**src/rtl/uart_pkg.sv**
```systemverilog
// Shared types and constants for the UART transmit scheduler.
//   sched_state_e : scheduler FSM states
//   CFG_*         : frame-format register width, reset value and field indices
package uart_pkg;

  typedef enum logic [1:0] {IDLE, LAUNCH, WAIT_DONE, HOLD} sched_state_e;

  localparam int CFG_W = 5;
  // 8 data bits, no parity, 1 stop bit
  localparam logic [CFG_W-1:0] CFG_DEFAULT = 5'b00011;

  localparam int CFG_LEN_LSB = 0;  // [1:0] data length code, 5..8 bits
  localparam int CFG_LEN_MSB = 1;
  localparam int CFG_STOP2   = 2;  // two stop bits
  localparam int CFG_PAR_EN  = 3;  // parity enable
  localparam int CFG_PAR_ODD = 4;  // odd parity when enabled

endpackage

```
**src/rtl/uart_tx_sched_rr_arbiter.sv**
```systemverilog
// Combinational round-robin arbiter.
//   req        : request vector
//   ptr        : highest-priority index this cycle
//   gnt_onehot : one-hot grant (first request at/after ptr, circular)
//   gnt_id     : binary index of the grant
//   any        : at least one request present
module rr_arbiter #(
  parameter int NUM_REQ = 4
) (
  input  logic [NUM_REQ-1:0]         req,
  input  logic [$clog2(NUM_REQ)-1:0] ptr,
  output logic [NUM_REQ-1:0]         gnt_onehot,
  output logic [$clog2(NUM_REQ)-1:0] gnt_id,
  output logic                       any
);
  localparam int IW = $clog2(NUM_REQ);

  int idx;

  always_comb begin
    gnt_onehot = '0;
    gnt_id     = '0;
    any        = 1'b0;
    idx        = 0;
    for (int k = 0; k < NUM_REQ; k++) begin
      idx = (int'(ptr) + k) % NUM_REQ;
      if (!any && req[IW'(idx)]) begin
        any                    = 1'b1;
        gnt_id                 = IW'(idx);
        gnt_onehot[IW'(idx)]   = 1'b1;
      end
    end
  end

endmodule

```
**src/rtl/uart_tx_sched.sv**
```systemverilog
// Shares one uart_tx serializer between NUM_REQ byte-stream requesters.
// Round-robin grant with per-packet lock, one byte in flight at a time,
// frame-format updates only at packet boundaries, and a watchdog that
// drops a grant whose serializer or requester stalls.
// Ports:
//   clk, rst               : clock, synchronous active-high reset
//   req_valid/data/last    : per-requester byte stream (byte i at [i*DATA_W +: DATA_W])
//   req_ready              : one-hot accept strobe
//   cfg_wr, cfg_wdata      : frame-format update request
//   cfg_reg                : frame format driven to uart_tx
//   tx_start, tx_data      : launch pulse and byte to uart_tx
//   tx_done                : frame-complete pulse from uart_tx
//   grant_id               : current/last granted requester
//   busy                   : transfer in progress or format update pending
//   err_timeout            : one-cycle watchdog expiry pulse
module uart_tx_sched
  import uart_pkg::*;
#(
  parameter int NUM_REQ     = 4,
  parameter int DATA_W      = 8,
  parameter int TIMEOUT_CYC = 65535
) (
  input  logic                        clk,
  input  logic                        rst,
  input  logic [NUM_REQ-1:0]          req_valid,
  input  logic [NUM_REQ*DATA_W-1:0]   req_data,
  input  logic [NUM_REQ-1:0]          req_last,
  output logic [NUM_REQ-1:0]          req_ready,
  input  logic                        cfg_wr,
  input  logic [CFG_W-1:0]            cfg_wdata,
  output logic [CFG_W-1:0]            cfg_reg,
  output logic                        tx_start,
  output logic [DATA_W-1:0]           tx_data,
  input  logic                        tx_done,
  output logic [$clog2(NUM_REQ)-1:0]  grant_id,
  output logic                        busy,
  output logic                        err_timeout
);
  localparam int IW = $clog2(NUM_REQ);
  localparam int TW = $clog2(TIMEOUT_CYC + 1);
  // timer is 0 on the first cycle of a waiting state, so this value marks
  // the TIMEOUT_CYC-th cycle spent waiting
  localparam logic [TW-1:0] T_LAST = TW'(TIMEOUT_CYC - 1);

  sched_state_e       state, state_nxt;
  logic [IW-1:0]      rr_ptr, gid, gid_inc, acc_id, arb_id;
  logic [NUM_REQ-1:0] arb_gnt;
  logic               arb_any, accept, last_r, expire;
  logic [TW-1:0]      timer;
  logic [CFG_W-1:0]   cfg_shadow;
  logic               cfg_pend;

  rr_arbiter #(.NUM_REQ(NUM_REQ)) u_arb (
    .req        (req_valid),
    .ptr        (rr_ptr),
    .gnt_onehot (arb_gnt),
    .gnt_id     (arb_id),
    .any        (arb_any)
  );

  assign gid_inc  = (gid == IW'(NUM_REQ - 1)) ? '0 : gid + 1'b1;
  assign expire   = (timer == T_LAST);
  assign grant_id = gid;
  assign busy     = (state != IDLE) || cfg_pend;

  always_comb begin
    state_nxt   = state;
    req_ready   = '0;
    tx_start    = 1'b0;
    err_timeout = 1'b0;
    accept      = 1'b0;
    acc_id      = gid;
    case (state)
      IDLE: begin
        // a pending format update owns this cycle; arbitration waits one cycle
        if (!cfg_pend && arb_any) begin
          req_ready = arb_gnt;
          accept    = 1'b1;
          acc_id    = arb_id;
          state_nxt = LAUNCH;
        end
      end
      LAUNCH: begin
        tx_start  = 1'b1;
        state_nxt = WAIT_DONE;
      end
      WAIT_DONE: begin
        if (tx_done)     state_nxt = last_r ? IDLE : HOLD;
        else if (expire) begin
          err_timeout = 1'b1;
          state_nxt   = IDLE;
        end
      end
      HOLD: begin
        // packet lock: only the owning requester may continue
        if (req_valid[gid]) begin
          req_ready[gid] = 1'b1;
          accept         = 1'b1;
          state_nxt      = LAUNCH;
        end else if (expire) begin
          err_timeout = 1'b1;
          state_nxt   = IDLE;
        end
      end
      default: state_nxt = IDLE;
    endcase
  end

  always_ff @(posedge clk) begin
    if (rst) begin
      state      <= IDLE;
      rr_ptr     <= '0;
      gid        <= '0;
      last_r     <= 1'b0;
      tx_data    <= '0;
      timer      <= '0;
      cfg_reg    <= CFG_DEFAULT;
      cfg_shadow <= CFG_DEFAULT;
      cfg_pend   <= 1'b0;
    end else begin
      state <= state_nxt;

      if (state_nxt != state)                     timer <= '0;
      else if (state == WAIT_DONE || state == HOLD) timer <= timer + 1'b1;

      if (accept) begin
        gid     <= acc_id;
        tx_data <= req_data[int'(acc_id)*DATA_W +: DATA_W];
        last_r  <= req_last[acc_id];
      end

      // pointer advances past the owner at packet end or on a dropped lock
      if ((state == WAIT_DONE && tx_done && last_r) || err_timeout)
        rr_ptr <= gid_inc;

      if (cfg_wr) cfg_shadow <= cfg_wdata;
      if (state == IDLE && cfg_pend) cfg_reg <= cfg_shadow;
      // a write landing on the apply cycle stays pending for the next IDLE cycle
      cfg_pend <= cfg_wr || (cfg_pend && state != IDLE);
    end
  end

endmodule

```
**config.mk**
```make
export PLATFORM = sky130hd
export DESIGN_NAME = uart_tx_sched
export DESIGN_NICKNAME = d
export VERILOG_FILES = /design/src/rtl/uart_pkg.sv /design/src/rtl/uart_tx_sched_rr_arbiter.sv /design/src/rtl/uart_tx_sched.sv
export SDC_FILE = /design/constraint.sdc
export NUM_CORES = 1
export LEC_CHECK = 0
export ABC_AREA = 1
export BUFFER_PORTS_ARGS = -buffer_cell sky130_fd_sc_hd__buf_4
export CAP_MARGIN = 5
export CORE_MARGIN = 2
export CORE_UTILIZATION = 39
export CTS_CLUSTER_DIAMETER = 40
export DETAILED_ROUTE_END_ITERATION = 8
export PLACE_DENSITY = 0.61
export RECOVER_POWER = 50
export SLEW_MARGIN = 20
export SYNTH_ARGS = -nofsm -noshare
export SYNTH_HDL_FRONTEND = slang
export SYNTH_HIERARCHICAL = 1
export SYNTH_SLANG_ARGS = --single-unit
```
**constraint.sdc**
```tcl
create_clock -name clk -period 3.85 [get_ports clk]
set_input_delay 0.385 -clock clk [delete_from_list [all_inputs] [get_ports clk]]
set_output_delay 0.385 -clock clk [all_outputs]
set_load 0.1 [all_outputs]
```
==> impl_metrics.toml, run 1 <==
[route]
drt_pre_antenna_iters = 4
post_drt_wl_per_cell_um = 11.3
number_of_drc_violations_after_detailed_routing = 0
antenna_left = 0
detail_route.iter0.violations = 118
finalWirelength_um = 6800
viasPerCell = 4.73
detailed_route_via_count = 2843

[sta]
timing.fmax_ghz = 0.294
max-slew-margin-rel_pct = 21.6
worst_slew_pin_slew_ns = 1.18
post-route-period-util_pct = 88.2
slew_violations = 0
period_needed_ns = 3.40
hold_viol = 0
rsz0062_at_grt = "false"
finClkSkew_ns = 0.0127
setup_tns_ns = 0
report.final.setup_viol = 0

[grt]
grt_pass1_vias = 2706
antenna_found_initial = 0
grt_usage_pct = 17.2
grt.overflow.total = 0
grt_pass1_wl_um = 11800
grt_start_max_net_pins = 38

[worst_hold_path]
hold_class = "input pin to flip-flop"
timing.hold.worst_path_depth = 3
worstHoldEndpoint = "cfg_shadow[0]"
hold_sp = "cfg_wdata[0]"

[power]
sw_frac_of_total_pct = 50.1
netSwitchingPower_uw = 789
p_comb_share_pct = 48.4
ir_worst_vdd_mv = 0.320
p_seq_share_pct = 33.1
pwr-share-clk_pct = 18.5
total_leakage_power_uw = 0.00162
internal-power_uw = 784
design_power_total_uw = 1570
power-per-cell-area_mw_per_mm2 = 445

[floorplan]
fp-row-count = 31
io_pins = 71
die_footprint_mm2 = 0.00812
fp.coreArea_mm2 = 0.00721
die_x_um = 90.1
start_util_pct = 40.1
fp.dieH_um = 90.1

[finish]
largest_register = "timer"
layout.cells.non_filler = 601
final_net_count = 568
layout.cell_area.non_filler_mm2 = 0.00353
fillers = 812
drive_above_1_share_pct = 18.7
reg.largest.list = "timer: 16 flops, tx_data: 8 flops"
area.growth.synth_to_final_pct = 22.1
antennaDiodeCount = 0
largest_reg_flops = 16

[yosys]
synth_fp_nets = 499
synthesis.yosys.warnings = 6
netlist_area_mm2 = 0.00289
netlist_instances = 432
avgSynthCellArea_um2 = 6.69
yosysUniqueCellTypes = 33
synth-edff-count = 0
synthesized_flop_and_latch_total = 42
synth-seq-area-share_pct = 29.1
synthArstFlopShare_pct = 0
dominantRegCellSynth = "sky130_fd_sc_hd__dfxtp_1"

[outcome]
result_of_the_run = "completed"

[clocking]
cts_num_sinks = 42
postCtsSetupBuffers = 0
cts_tree = "done"
post_cts.resized_instances = 0
ctsRootBufferMaster = "sky130_fd_sc_hd__clkbuf_8"
tritoncts.num_buffers = 5
worst_skew_pair.late_latency_ns = 0.30
cts.hold.buffers_added = 0
ctsLongestPathBuffers = 2
cts.htree.levels = 2
clk_transition_reported_paths_ns = 0.09

[critical_path]
arrival_ns = 3.01
worst_setup_path_end_kind = "output pin"
worst_r2r_endpoint = "tx_data[6]"
crit_fanout = 12
crit_type = "flip-flop to output pin"
worst_r2r_startpoint = "rr_ptr[0]"
regToRegSetupSlack_ns = 0.69
r2r_depth = 12
cp_data_required_time_ns = 3.46
start_kind = "flip-flop"

[placed_design]
gp_routability_congestion = 0.852
placement.io_buffers = 70
detailedPlacementHpwl_um = 5340
placedCellCount = 593
dpl_cell_area_mm2 = 0.00351

[job]
drv.max_cap_violation_count = 0
## final cells by class
class,count,area [um2],area share [%]
sequential,42,841,23.8
clock buffer,5,68.8,1.95
multi-input combinational,316,1760,50.0
tap,99,124,3.51
clock inverter,3,18.8,0.532
inverter,63,236,6.70
timing repair buffer,73,477,13.5
## metrics by stage
stage | worst slack [ns] | util [%] | hold WS, ns
after floorplan | 0.549 | - | 0.429
after global placement | 0.817 | 48.7 | 0.444
after detailed placement | 0.708 | 48.7 | 0.448
after CTS | 0.454 | 49.9 | 0.288
after global routing | 0.129 | 48.9 | 0.294
final | 0.453 | 48.9 | 0.293
## synthesized netlist by cell type (2+ instances only)
| master | n | area [um2] |
|---|---|---|
| sky130_fd_sc_hd__nand2_1 | 95 | 357 |
| sky130_fd_sc_hd__inv_1 | 57 | 214 |
| sky130_fd_sc_hd__nor2_1 | 54 | 203 |
| sky130_fd_sc_hd__dfxtp_1 | 42 | 841 |
| sky130_fd_sc_hd__nand3_1 | 28 | 140 |
| sky130_fd_sc_hd__o21ai_0 | 23 | 115 |
| sky130_fd_sc_hd__ha_1 | 18 | 225 |
| sky130_fd_sc_hd__o211ai_1 | 18 | 135 |
| sky130_fd_sc_hd__a21oi_1 | 16 | 80.1 |
| sky130_fd_sc_hd__a31oi_1 | 9 | 56.3 |
| sky130_fd_sc_hd__nand2_2 | 9 | 56.3 |
| sky130_fd_sc_hd__nand4_1 | 9 | 56.3 |
| sky130_fd_sc_hd__xnor2_1 | 9 | 78.8 |
| sky130_fd_sc_hd__buf_2 | 5 | 25.0 |
| sky130_fd_sc_hd__nand3_2 | 5 | 50.1 |
| sky130_fd_sc_hd__xor2_1 | 5 | 43.8 |
| sky130_fd_sc_hd__inv_2 | 4 | 15.0 |
| sky130_fd_sc_hd__nor2_2 | 4 | 25.0 |
| sky130_fd_sc_hd__clkbuf_1 | 3 | 11.3 |
| sky130_fd_sc_hd__buf_6 | 2 | 22.5 |
| sky130_fd_sc_hd__clkinv_1 | 2 | 7.51 |
| sky130_fd_sc_hd__nand3_4 | 2 | 35.0 |
| sky130_fd_sc_hd__nor4_1 | 2 | 12.5 |
| sky130_fd_sc_hd__or2_2 | 2 | 12.5 |
## layer usage
metal  global-route usage, %  vias to the layer above  wire length [um]
met5                       0                        -                 0
met3                    4.19                        6               368
met2                    28.1                       72              3050
met4                    3.85                        0                66
li1                        -                     1533                 -
met1                    23.0                     1232              3320
## critical path, stage by stage, from the launching register on
cell and delay, ns:
sky130_fd_sc_hd__dfxtp_1 0.55, sky130_fd_sc_hd__inv_2 0.20, sky130_fd_sc_hd__ha_1 0.40, sky130_fd_sc_hd__inv_1 0.12, sky130_fd_sc_hd__o21ai_1 0.26, sky130_fd_sc_hd__nand3b_1 0.15
sky130_fd_sc_hd__inv_1 0.05, sky130_fd_sc_hd__nor2_1 0.15, sky130_fd_sc_hd__nand2_2 0.15, sky130_fd_sc_hd__inv_1 0.15, sky130_fd_sc_hd__nand2_1 0.08, sky130_fd_sc_hd__a21oi_2 0.14
sky130_fd_sc_hd__buf_4 0.30
## placed cells by master, fill, tap and decap left out
master,instances
sky130_fd_sc_hd__clkbuf_1,19
sky130_fd_sc_hd__ha_1,18
sky130_fd_sc_hd__nor2_1,54
sky130_fd_sc_hd__dfxtp_1,42
sky130_fd_sc_hd__nor2_2,4
sky130_fd_sc_hd__buf_4,54
sky130_fd_sc_hd__nand3_4,2
sky130_fd_sc_hd__inv_6,1
sky130_fd_sc_hd__o211ai_1,18
sky130_fd_sc_hd__inv_2,4
sky130_fd_sc_hd__nor3_1,1
sky130_fd_sc_hd__nor4_1,2
sky130_fd_sc_hd__nand2_1,95
sky130_fd_sc_hd__or2_2,2
sky130_fd_sc_hd__a21boi_0,1
sky130_fd_sc_hd__nand2_2,9
sky130_fd_sc_hd__xnor2_1,9
sky130_fd_sc_hd__nand3_1,28
sky130_fd_sc_hd__clkinv_2,2
sky130_fd_sc_hd__nand3b_1,1
sky130_fd_sc_hd__a21oi_1,12
sky130_fd_sc_hd__nor2_4,1
sky130_fd_sc_hd__nand4_1,9
sky130_fd_sc_hd__o21ai_0,23
sky130_fd_sc_hd__a31oi_1,9
sky130_fd_sc_hd__clkinv_1,2
sky130_fd_sc_hd__o21a_1,1
sky130_fd_sc_hd__nand3_2,5
sky130_fd_sc_hd__a211oi_1,1
sky130_fd_sc_hd__a21oi_2,4
sky130_fd_sc_hd__o21ai_4,1
sky130_fd_sc_hd__xor2_1,5
sky130_fd_sc_hd__o21ai_1,1
sky130_fd_sc_hd__inv_1,57
sky130_fd_sc_hd__clkbuf_8,5
## logic make-up (layout without fill, tap and decap cells)
family / count (synthesis) / count (layout) / synth area share [%]
simple gates: 213 / 213 / 33.6
buf+inv: 74 / 144 / 10.4
compound gates: 71 / 71 / 14.9
flops: 42 / 42 / 29.1
fa+ha+maj: 18 / 18 / 7.79
xor+xnor: 14 / 14 / 4.24
## power groups by stage
stage	Sequential (uW)	Combinational, uW	Clock (uW)
2_1_floorplan	778	377	0
3_3_place_gp	532	796	0
3_5_place_dp	531	801	0
4_1_cts	522	803	299
5_1_grt	529	823	316
6_report	521	761	291
## worst max-delay path by stage
stage               startpoint      endpoint  slack, ns
global route         rr_ptr[0]  req_ready[0]       0.13
detailed placement   rr_ptr[0]    tx_data[6]       0.71
global placement     rr_ptr[0]        last_r       0.82
floorplan            rr_ptr[0]  req_ready[0]       0.55
finish               rr_ptr[0]  req_ready[3]       0.45
CTS                  rr_ptr[0]  req_ready[3]       0.45
(Power assumes the default switching activity.)
==> run 2: changes to the inputs <==
Settings changed: MAX_ROUTING_LAYER from default to met4.
==> run 2 against run 1 <==
Compared with the run above:
- clock skew down 0.0086 ns
- routed wire length increased by 0.99%
- via count is 1.3% higher
- critical path depth did not move
- utilization up 0.10 points
- sequential power hardly changed
- global-route usage up 0.48 points
- highest routed layer unchanged
==> impl_metrics.toml, run 2 (synthesis gave the netlist of run 1 again) <==
[outcome]
result_of_the_run = "completed"

[sta]
worst_slew_pin_slew_ns = 1.18
period_needed_ns = 3.46
setup_tns_ns = 0
whs_ns = 0.296
slew_violations = 0
timing.fmax_ghz = 0.289
hold_viol = 0
max-slew-margin-rel_pct = 21.6
report.final.setup_viol = 0
finClkSkew_ns = 0.00408
rsz0062_at_grt = "false"
post-route-period-util_pct = 89.9

[critical_path]
arrival_ns = 3.08
crit_type = "flip-flop to output pin"
start_kind = "flip-flop"
cp_data_required_time_ns = 3.46
worst_setup_path_end_kind = "output pin"
crit_fanout = 12

[worst_hold_path]
hold_class = "input pin to flip-flop"

[power]
total_leakage_power_uw = 0.00163
power-per-cell-area_mw_per_mm2 = 450
internal-power_uw = 804
ir_worst_vdd_mv = 0.238
pwr-share-clk_pct = 19.5
sw_frac_of_total_pct = 49.5
p_seq_share_pct = 32.6
netSwitchingPower_uw = 789
p_comb_share_pct = 47.9

[finish]
commonest_cells_after_routing_fill_and_taps_aside = "95 x sky130_fd_sc_hd__nand2_1, 58 x sky130_fd_sc_hd__inv_1, 54 x sky130_fd_sc_hd__nor2_1, 54 x sky130_fd_sc_hd__buf_4, 42 x sky130_fd_sc_hd__dfxtp_1"
drive_above_1_share_pct = 18.3
final_net_count = 568
layout_commonest_cell = "sky130_fd_sc_hd__nand2_1"
largest_reg_flops = 16
area.growth.synth_to_final_pct = 22.4
largest_register = "timer"
area_used_by_multi_input_combinational_logic_mm2 = 0.00176
reg.largest.list = "timer: 16 flops, tx_data: 8 flops"
antennaDiodeCount = 0
sequential_cell_area_um2 = 841
fillers = 790

[grt]
grt.overflow.total = 0
grt_pass1_vias = 2522
grt_usage_pct = 17.7
global_route.usage.met2_pct = 27.4
met3_usage_pct = 3.19
grt_start_max_net_pins = 38
grt_use_met1_pct = 24.0
global_route.peak_usage_layer = "met2"
grt_pass1_wl_um = 11800
antenna_found_initial = 0

[job]
drv.max_cap_violation_count = 0

[clocking]
cts.hold.buffers_added = 0
tritoncts.num_buffers = 5
cts.htree.levels = 2
ctsRootBufferMaster = "sky130_fd_sc_hd__clkbuf_8"
post_cts.resized_instances = 0
postCtsSetupBuffers = 0
ctsLongestPathBuffers = 2
clk_transition_reported_paths_ns = 0.08
cts_tree = "done"
cts_num_sinks = 42
worst_skew_pair.late_latency_ns = 0.30

[floorplan]
fp.coreArea_mm2 = 0.00721
fp-row-count = 31
fp.dieH_um = 90.1
die_footprint_mm2 = 0.00812
start_util_pct = 40.1
io_pins = 71
die_x_um = 90.1

[route]
detailed_route_via_count = 2880
antenna_left = 0
drt_pre_antenna_iters = 4
number_of_drc_violations_after_detailed_routing = 0
finalWirelength_um = 6870
detail_route.iter0.violations = 101
viasPerCell = 4.79
post_drt_wl_per_cell_um = 11.4

[placed_design]
detailedPlacementHpwl_um = 5240
placement.io_buffers = 70
gp_routability_congestion = 0.820
## run 2: cell types whose count changed in the layout (fill, tap and decap cells not counted)
cell                       previous run  this run
sky130_fd_sc_hd__clkbuf_1            19        20
sky130_fd_sc_hd__clkbuf_8             5         6
sky130_fd_sc_hd__clkinv_2             2         0
sky130_fd_sc_hd__inv_1               57        58
sky130_fd_sc_hd__inv_2                4         3
## run 2: path summary, 6_finish.rpt
path                            slack, ns          start             to  cells after the start
worst min-delay path                 0.30   cfg_wdata[1]  cfg_shadow[1]                      3
worst min register to register       0.47  cfg_shadow[0]  cfg_shadow[0]                      2
worst max register to register       0.64      rr_ptr[0]     tx_data[4]                     12
worst max-delay path                 0.39      rr_ptr[0]   req_ready[1]                     12
## run 2: power groups by stage
stage	Clock (uW)	Combinational (uW)	Sequential, uW
after global routing	338	826	528
final	311	762	520
after floorplan	0	377	778
after detailed placement	0	801	532
after global placement	0	796	532
after CTS	321	803	523
## run 2: layout make-up
class / count / area share (%)
Multi-Input combinational cell: 316 / 49.9
Sequential cell: 42 / 23.8
Timing Repair Buffer: 73 / 13.5
Inverter: 63 / 6.69
Tap cell: 99 / 3.50
Clock buffer: 7 / 2.44
Clock inverter: 1 / 0.248
## run 2: per-layer routing
layer  part of all wire (%)  vias to the layer above
met5                      0                        -
met3                    4.7                        5
li1                       -                     1534
met2                     45                       68
met4                   0.83                        0
met1                     49                     1273
## run 2: critical path, cell delays in order, from the launching register on
cell,delay (ns)
sky130_fd_sc_hd__dfxtp_1,0.57
sky130_fd_sc_hd__inv_2,0.21
sky130_fd_sc_hd__ha_1,0.39
sky130_fd_sc_hd__inv_1,0.12
sky130_fd_sc_hd__o21ai_1,0.29
sky130_fd_sc_hd__nand3b_1,0.17
sky130_fd_sc_hd__inv_1,0.05
sky130_fd_sc_hd__nor2_1,0.14
sky130_fd_sc_hd__nand2_2,0.14
sky130_fd_sc_hd__inv_1,0.16
sky130_fd_sc_hd__nand2_1,0.08
sky130_fd_sc_hd__a21oi_2,0.14
sky130_fd_sc_hd__buf_4,0.30
## run 2: per-stage QoR
stage	std cells	total power, uW	utilization [%]	worst slack, ns	area (um2)
2_1_floorplan	432	1150	-	0.549	2910
3_3_place_gp	593	1330	48.7	0.791	3510
3_5_place_dp	593	1330	48.7	0.669	3510
4_1_cts	601	1650	50.0	0.406	3610
5_1_grt	601	1690	49.0	0.0877	3540
6_report	601	1590	49.0	0.387	3540
==> run 3: changes to the inputs <==
Settings changed: GPL_TIMING_DRIVEN from default to 0.
==> run 3 against run 2 <==
Compared with the run above:
- sequential power barely moved
- fmax down 3.1%
- cell count up 1.3%
- global-route usage rose by 0.62 points
- register-to-register slack got worse by 0.03 ns
- hold slack got worse by 0.0086 ns
==> impl_metrics.toml, run 3 (synthesis gave the netlist of run 1 again) <==
[grt]
antenna_found_initial = 0
grt_pass1_wl_um = 12300
grt_start_max_net_pins = 16
grt.overflow.total = 0
grt_usage_pct = 18.3
grt_pass1_vias = 2773

[critical_path]
timing.critical_path.slowest_stage_cell = "sky130_fd_sc_hd__dfxtp_1"
crit_type = "flip-flop to output pin"
regToRegSetupSlack_ns = 0.61
crit_fanout = 10
worst_r2r_startpoint = "rr_ptr[1]"
critical_path.most_common_cell = "sky130_fd_sc_hd__inv_1"
arrival_ns = 3.19
cp_data_required_time_ns = 3.46
timing.critical_path.cells = "inv_2 > ha_1 > inv_1 > nand3_1 > nand2_2 > nor2_4 > buf_6 > nand3b_1 > inv_1 > nor2_1 > nand2_2 > inv_1 > nand2_1 > a21oi_2 > buf_4"
worst_setup_path_end_kind = "output pin"
worst_r2r_endpoint = "tx_data[4]"
r2r_depth = 14
start_kind = "flip-flop"
longest_individual_stage_delay_on_the_worst_path_ns = 0.61

[placed_design]
placement.io_buffers = 70
detailedPlacementHpwl_um = 5490
gp_routability_congestion = 0.861
placedCellCount = 601

[floorplan]
io_pins = 71
fp.dieH_um = 90.1
start_util_pct = 40.1
die_footprint_mm2 = 0.00812
die_x_um = 90.1
fp.coreArea_mm2 = 0.00721
fp-row-count = 31

[power]
internal-power_uw = 794
p_seq_share_pct = 32.4
ir_worst_vdd_mv = 0.321
pwr-share-clk_pct = 18.8
p_comb_share_pct = 48.9
netSwitchingPower_uw = 816
power-per-cell-area_mw_per_mm2 = 450
total_leakage_power_uw = 0.00164
sw_frac_of_total_pct = 50.7
design_power_total_uw = 1610

[clocking]
tritoncts.num_buffers = 5
cts_num_sinks = 42
ctsLongestPathBuffers = 2
postCtsSetupBuffers = 0
ctsRootBufferMaster = "sky130_fd_sc_hd__clkbuf_8"
cts.htree.levels = 2
cts_tree = "done"
worst_skew_pair.late_latency_ns = 0.30
clk_transition_reported_paths_ns = 0.09

[finish]
layout.cells.non_filler = 609
reg.largest.list = "timer: 16 flops, tx_data: 8 flops"
final_net_count = 576
largest_register = "timer"
layout_commonest_cell = "sky130_fd_sc_hd__nand2_1"
final_core_utilization_pct = 49.6
area.growth.synth_to_final_pct = 23.7
antennaDiodeCount = 0
largest_reg_flops = 16
drive_above_1_share_pct = 19.2
commonest_cells_after_routing_fill_and_taps_aside = "95 x sky130_fd_sc_hd__nand2_1, 58 x sky130_fd_sc_hd__inv_1, 54 x sky130_fd_sc_hd__nor2_1"

[worst_hold_path]
worstHoldEndpoint = "cfg_shadow[1]"
hold_sp = "cfg_wdata[1]"
timing.hold.worst_path_depth = 3
hold_class = "input pin to flip-flop"

[route]
detail_route.iter0.violations = 99
finalWirelength_um = 7080
number_of_drc_violations_after_detailed_routing = 0
viasPerCell = 4.75
post_drt_wl_per_cell_um = 11.6
detailed_route_via_count = 2894
antenna_left = 0
drt_pre_antenna_iters = 4

[sta]
slew_violations = 0
max-slew-margin-rel_pct = 21.0
hold_viol = 0
post-route-period-util_pct = 92.8
timing.fmax_ghz = 0.280
report.final.setup_viol = 0
period_needed_ns = 3.57
worst_slew_pin_slew_ns = 1.19
finClkSkew_ns = 0.00974
rsz0062_at_grt = "false"
setup_tns_ns = 0

[outcome]
result_of_the_run = "completed"

[job]
drv.max_cap_violation_count = 0
## run 3: cell type report
class,instances,area [um2]
fillers,761,3640
multi-input cells,316,1760
flip-flops and latches,42,842
repair buffers,70,454
inverters,63,236
well taps,99,124
clock buffers,5,68.8
plain buffers,11,62.6
clock inverters,3,23.8
## run 3: stage by stage
stage	setup slack [ns]	instance area, um2	hold slack (ns)
5_1_grt	0.0524	3580	0.292
2_1_floorplan	0.549	2910	0.429
6_report	0.276	3580	0.288
4_1_cts	0.178	3650	0.282
3_5_place_dp	0.529	3550	0.450
3_3_place_gp	0.564	3550	0.443
## run 3: what timing repair did
| item | in CTS | in global routing |
|---|---|---|
| endpoints found under the hold margin | 0 | 0 |
| hold buffers | 0 | 0 |
| endpoints found under the setup margin | 0 | 4 |
| resized for setup | 0 | 1 |
## run 3: power groups by stage
stage,clock [uW],sequential (uW),combinational (uW)
after global routing,326,528,854
after detailed placement,0,532,827
after global placement,0,531,822
after CTS,311,523,827
final,302,521,787
after floorplan,0,778,377
## run 3: metal layers
metal  wire length, um  up-vias  track usage (%)  part of all wire [%]
met5                 0        -                -                     0
met1              3540     1255             24.1                    50
met2              3110       72             29.1                    44
met3               333        9             3.10                   4.7
met4                93        0             4.87                   1.3
li1                  -     1558                -                     -
## run 3: critical path: cells and delay by family (launching register included)
| kind | cells | cell delay (ns) |
|---|---|---|
| adder cells (fa/ha/maj) | 1 | 0.38 |
| buffers and inverters | 6 | 1.03 |
| AO/OA/AOI/OAI | 1 | 0.15 |
| AND/OR/NAND/NOR | 7 | 0.71 |
| flip-flops | 1 | 0.61 |
## run 3: worst max path at each step
stage                    to  startpoint
4_1_cts        req_ready[1]   rr_ptr[0]
2_1_floorplan  req_ready[0]   rr_ptr[0]
3_3_place_gp   req_ready[1]   rr_ptr[0]
6_report       req_ready[1]   rr_ptr[1]
5_1_grt        req_ready[0]   rr_ptr[1]
3_5_place_dp   req_ready[1]   rr_ptr[0]
